**config.mk**
```make
export PLATFORM = sky130hd
export DESIGN_NAME = timer_seq_ctrl
export DESIGN_NICKNAME = d
export VERILOG_FILES = /design/src/rtl/timer_seq_ctrl.sv
export SDC_FILE = /design/constraint.sdc
export NUM_CORES = 1
export LEC_CHECK = 0
export BUFFER_PORTS_ARGS = -buffer_cell sky130_fd_sc_hd__buf_2
export CORE_MARGIN = 2
export CORE_UTILIZATION = 35
export DETAILED_ROUTE_END_ITERATION = 8
export SKIP_LAST_GASP = 1
export SLEW_MARGIN = 20
export SYNTH_ARGS = -nofsm -noshare
export SYNTH_HDL_FRONTEND = slang
export SYNTH_SLANG_ARGS = --single-unit
```
**constraint.sdc**
```tcl
create_clock -name clk -period 5.25 [get_ports clk]
set_input_delay 1.05 -clock clk [delete_from_list [all_inputs] [get_ports clk]]
set_output_delay 1.05 -clock clk [all_outputs]
set_load 0.02 [all_outputs]
```
**src/rtl/timer_seq_ctrl.sv**
```systemverilog
// timer_seq_ctrl
//
// Control FSM for a downstream 4-bit shift-register / down-counter stage.
// The block watches the serial data line for PATTERN, then raises shift_ena for
// exactly four cycles so the downstream stage captures the next four data bits
// (MSB first) as a delay value. It then issues one count_ena pulse every
// TICKS_PER_COUNT cycles until the downstream count reads zero. After that it
// holds done until ack is seen.
//
// Parameters
//   TICKS_PER_COUNT  clock cycles per unit of delay (2..65535)
//   PRE_W            prescaler width, 2**PRE_W >= TICKS_PER_COUNT
//   PATTERN          start sequence, first-received bit is the MSB
//
// Ports
//   clk        in   rising-edge clock
//   rst_n      in   asynchronous active-low reset
//   data       in   serial data, sampled every rising edge (also feeds downstream d)
//   q_in       in   [3:0] current downstream count value
//   ack        in   acknowledges done
//   shift_ena  out  downstream shift enable (registered)
//   count_ena  out  downstream decrement enable, single-cycle pulse
//   counting   out  high while counting down (registered)
//   done       out  high while waiting for ack (registered)

module timer_seq_ctrl #(
  parameter int unsigned TICKS_PER_COUNT = 1000,
  parameter int unsigned PRE_W           = 16,
  parameter logic [3:0]  PATTERN         = 4'b1101
) (
  input  logic       clk,
  input  logic       rst_n,
  input  logic       data,
  input  logic [3:0] q_in,
  input  logic       ack,
  output logic       shift_ena,
  output logic       count_ena,
  output logic       counting,
  output logic       done
);

  // Elaboration-time parameter sanity checks.
  if (TICKS_PER_COUNT < 2 || TICKS_PER_COUNT > 65535) begin : g_bad_ticks
    $error("timer_seq_ctrl: TICKS_PER_COUNT out of range");
  end
  if (PRE_W < 2 || PRE_W > 31) begin : g_bad_prew
    $error("timer_seq_ctrl: PRE_W out of range");
  end else if ((64'd1 << PRE_W) < 64'(TICKS_PER_COUNT)) begin : g_small_prew
    $error("timer_seq_ctrl: PRE_W too narrow for TICKS_PER_COUNT");
  end

  localparam logic [PRE_W-1:0] PreMax = PRE_W'(TICKS_PER_COUNT - 1);

  // The four search states are encoded as the number of pattern bits matched
  // so far, so the search logic can move between them arithmetically.
  typedef enum logic [2:0] {
    StSearch0   = 3'd0,
    StSearch1   = 3'd1,
    StSearch11  = 3'd2,
    StSearch110 = 3'd3,
    StShift     = 3'd4,
    StCount     = 3'd5,
    StDone      = 3'd6
  } state_t;

  state_t           state_q;
  logic [1:0]       shift_cnt_q;
  logic [PRE_W-1:0] prescale_q;
  logic [2:0]       search_next;

  // Given `len` bits of PATTERN already matched and a new bit, return the
  // length of the longest suffix of the received stream that is still a
  // prefix of PATTERN (4 means a full match). This is what lets overlapping
  // occurrences such as 1,1,1,0,1 be detected.
  function automatic logic [2:0] match_next(input logic [2:0] len, input logic d_in);
    logic [3:0] seq;
    logic [3:0] mask;
    logic [2:0] best;
    // Matched prefix, right-aligned, with the new bit appended.
    seq  = ((PATTERN >> (3'd4 - len)) << 1) | {3'b000, d_in};
    best = 3'd0;
    for (int k = 1; k <= 4; k++) begin
      mask = 4'b1111 >> (4 - k);
      if ((k <= int'(len) + 1) && ((seq & mask) == (PATTERN >> (4 - k)))) begin
        best = 3'(k);
      end
    end
    return best;
  endfunction

  assign search_next = match_next(state_q, data);

  // Decrement request: only on the last prescaler tick and only when the
  // downstream count is non-zero, so it can never wrap from 0 to 15.
  assign count_ena = (state_q == StCount) && (prescale_q == PreMax) && (q_in != 4'd0);

  always_ff @(posedge clk or negedge rst_n) begin
    if (!rst_n) begin
      state_q     <= StSearch0;
      shift_cnt_q <= 2'd0;
      prescale_q  <= '0;
      shift_ena   <= 1'b0;
      counting    <= 1'b0;
      done        <= 1'b0;
    end else begin
      case (state_q)
        StSearch0, StSearch1, StSearch11, StSearch110: begin
          if (search_next == 3'd4) begin
            state_q     <= StShift;
            shift_cnt_q <= 2'd0;
            shift_ena   <= 1'b1;
          end else begin
            state_q <= state_t'(search_next);
          end
        end

        StShift: begin
          // The downstream stage samples data on each of these four edges.
          shift_cnt_q <= shift_cnt_q + 2'd1;
          if (shift_cnt_q == 2'd3) begin
            state_q    <= StCount;
            prescale_q <= '0;
            shift_ena  <= 1'b0;
            counting   <= 1'b1;
          end
        end

        StCount: begin
          if (prescale_q == PreMax) begin
            prescale_q <= '0;
            if (q_in == 4'd0) begin
              state_q  <= StDone;
              counting <= 1'b0;
              done     <= 1'b1;
            end
          end else begin
            prescale_q <= prescale_q + 1'b1;
          end
        end

        StDone: begin
          if (ack) begin
            state_q <= StSearch0;
            done    <= 1'b0;
          end
        end

        default: begin
          state_q     <= StSearch0;
          shift_cnt_q <= 2'd0;
          prescale_q  <= '0;
          shift_ena   <= 1'b0;
          counting    <= 1'b0;
          done        <= 1'b0;
        end
      endcase
    end
  end

endmodule

```
==> metrics.md <==
| Metric | Value |
|---|---|
| Synthesized flop and latch total | 24 |
| Total power | 0.000302 W |
| R2R Setup Slk | 2320 ps |
| DR vias/cell | 5.82 |
| Row count | 24 |
| Chip height | 71.5 um |
| Final nets | 207 |
| Iter 0 DRT Violations | 81 |
| Synth warnings | 0 |
| Pwr dens | 175 nW/um^2 |
| Fin util | 0.395 |
| I/O pin count | 12 |
| Inserted Diodes | 0 |
| Clk_skew | 6.10 ps |
| RSZ-0062 raised after global routing | no |
| Status | completed |
| Initial antenna violation count | 0 |
| Clk network pwr share | 0.362 |
| CTS H-tree lvls | 1 |
| Asr flop ratio synth | 1.00 |
| Crit Reg-Reg Endpoint | prescale_q[13] |
| Worst Path Max Fanout | 11 |
| Final cell count without fillers | 239 |
| CP arrival | 2240 ps |
| TNS Setup | 0 ps |
| Drt pass-1 iters | 4 |
| Final WL | 3710 um |
| CTS Sinks | 24 |
| Via count of the routed design | 1390 |
| Crit path kind | register to output pin |
| Min-Delay Path Class | register to register |
| Final hold violations | 0 |
| Period utilisation layout | 0.626 |
| CP startpoint kind | register |
| Final routed DRC violation total | 0 |
| Max-slew violations | 0 |
| Unique cell type count in the Yosys netlist | 46 |
| Hold Startpoint | shift_cnt_q[1] |
| GR Overflow Total | 0 |
| Measured slew at the worst slew-check pin | 683 ps |
| Hold path depth | 2 |
| Avg Cell Area, Syn | 8.97 sq um |
| Main synth FF type | dfrtp_1 |
| Internal power | 0.000239 W |
| Largest net degree at the start of global routing | 25 |
| Post-DP HPWL | 2660 um |
| Die area | 5120 sq um |
| TritonCTS clock tree | built |
| Clock transition at path regs | 90 ps |
| Starting density of the core | 0.364 |
| Final setup vio count | 0 |
| Synth-to-Final Area Change | 8.46% |
| Root Buffer | clkbuf_8 |
| CP Capture Type | output pin |
| Leakage power | 0.742 nW |
| Hold Buf Count CTS | 0 |
| Syn Std Cell Area | 1600 sq um |
| Worst reg2reg path depth | 7 |
| Worst slew margin | 0.540 |
| WP data required | 4200 ps |
| First-pass GRT wire length | 6780 um |
| Max-Cap Viols | 0 |
| Core Area | 4380 sq um |
| IO Port Bufs | 11 |
| Syn nets | 196 |
| Synthesized netlist cell count | 178 |
| Achievable Freq | 304 MHz |
| Sequential Power Share | 0.611 |
| Peak VDD IR | 112 uV |
| Drt wl/cell | 15.5 um |
| Post-route cell area | 1730 sq um |
| Gate power share | 0.027 |
| Post-CTS Setup Inserts | 0 |
| Sw Share | 0.210 |
| Placed Area | 1690 sq um |
| Vias in the first global route | 1448 |
| Net Sw Power | 0.0000636 W |
| Tot GR Track Use | 0.165 |
| Total CTS buffers | 3 |
| Max Buffers Root-to-Sink | 2 |
| Antenna-violating nets left | 0 |
| Placer Congestion | 0.812 |
| Placed cells | 236 |
| Register area share after synthesis | 0.376 |
| CTS resizes | 0 |
| Post-synth EDFFs | 0 |
| Share of cells above drive strength 1 | 0.128 |
| Worst-Skew Late Latency | 260 ps |
| Hold worst-path end | shift_cnt_q[1] |
| R2R Path Start | state_q[1] |
| Post-layout min period | 3290 ps |
| Die Wd | 71.5 um |
==> cell usage in the layout (no fill, tap or decap), drive strengths merged, types with 6 or more instances in the layout <==
cell	Yosys	final
a21oi	11	11
buf	1	11
dfrtp	24	24
ha	10	10
inv	10	10
nand2	18	18
nand3	10	10
nand4	7	7
nor2	6	6
o21ai	8	8
o31ai	7	7
or3	7	7
or4	11	11
==> through the flow <==
stage                     hold slack [ps]  setup slack [ps]
after detailed placement              480              2140
after CTS                             501              1960
after global routing                  555              1920
after floorplan                       454              2180
final                                 493              1960
after global placement                491              2140
==> power groups by stage <==
stage                     Clock (W)  Sequential, W  Combinational (W)
after CTS                  0.000113       0.000185         0.00000868
final                      0.000109       0.000185         0.00000823
after floorplan                   0       0.000188         0.00000153
after global routing       0.000119       0.000185         0.00000962
after detailed placement          0       0.000188         0.00000864
after global placement            0       0.000188         0.00000846
==> area by class of cell <==
cell class | count | area (sq um)
clock buffers | 3 | 41.3
fillers | 442 | 2650
inverters | 10 | 37.5
multi-input cells | 139 | 932
flip-flops and latches | 24 | 601
well taps | 52 | 65.1
repair buffers | 11 | 55.1
==> worst max-delay path: stages (launching register included) <==
cell	delay [ps]
dfrtp_1	420
or4_4	550
or4_4	590
nor3_1	200
buf_2	200
==> per-layer routing <==
| layer | share of wire | GRT usage | vias up | wire, um |
|---|---|---|---|---|
| li1 | - | - | 694 | - |
| met4 | 0.018 | 0.0566 | 0 | 65 |
| met3 | 0.020 | 0.0211 | 6 | 75 |
| met5 | 0 | 0 | - | 0 |
| met2 | 0.43 | 0.255 | 11 | 1610 |
| met1 | 0.53 | 0.237 | 679 | 1960 |
==> sequential cells by signal, indices dropped and copies added, names as in the netlist <==
register / flops
shift_ena: 1
shift_cnt_q: 2
counting: 1
done: 1
state_q: 3
prescale_q: 16
==> cell usage after synthesis (all sizes together) (2+ instances only) <==
cell type,number,share of area
a21oi,11,0.037
a31oi,4,0.016
and2,2,0.0078
clkbuf,4,0.0094
dfrtp,24,0.38
ha,10,0.078
inv,10,0.024
mux2,2,0.014
nand2,18,0.042
nand2b,3,0.012
nand3,10,0.031
nand4,7,0.027
nor2,6,0.014
nor2b,3,0.012
nor3,2,0.0063
nor4,2,0.0078
o21a,2,0.0094
o21ai,8,0.025
o22ai,2,0.0078
o31ai,7,0.033
or2,3,0.012
or3,7,0.027
or4,11,0.060
==> worst max-delay path by stage <==
stage / startpoint / endpoint
final: prescale_q[12] / count_ena
after global routing: prescale_q[12] / count_ena
after CTS: prescale_q[12] / count_ena
after detailed placement: q_in[1] / count_ena
after global placement: q_in[1] / count_ena
after floorplan: prescale_q[12] / count_ena
==> kinds of logic (layout without fill, tap and decap cells) <==
kind of cell               Yosys count  count (layout)  synth area share
DFF                                 24              24             0.376
and+or+nand+nor                     81              81             0.298
adders and majority gates           10              10            0.0784
buffers and inverters               15              24            0.0400
AOI/OAI and AO/OA                   43              43             0.176
xor gates and xnor gates             2               2            0.0110
muxes                                3               3            0.0204
Note: power is estimated with default switching activity, not from simulation.
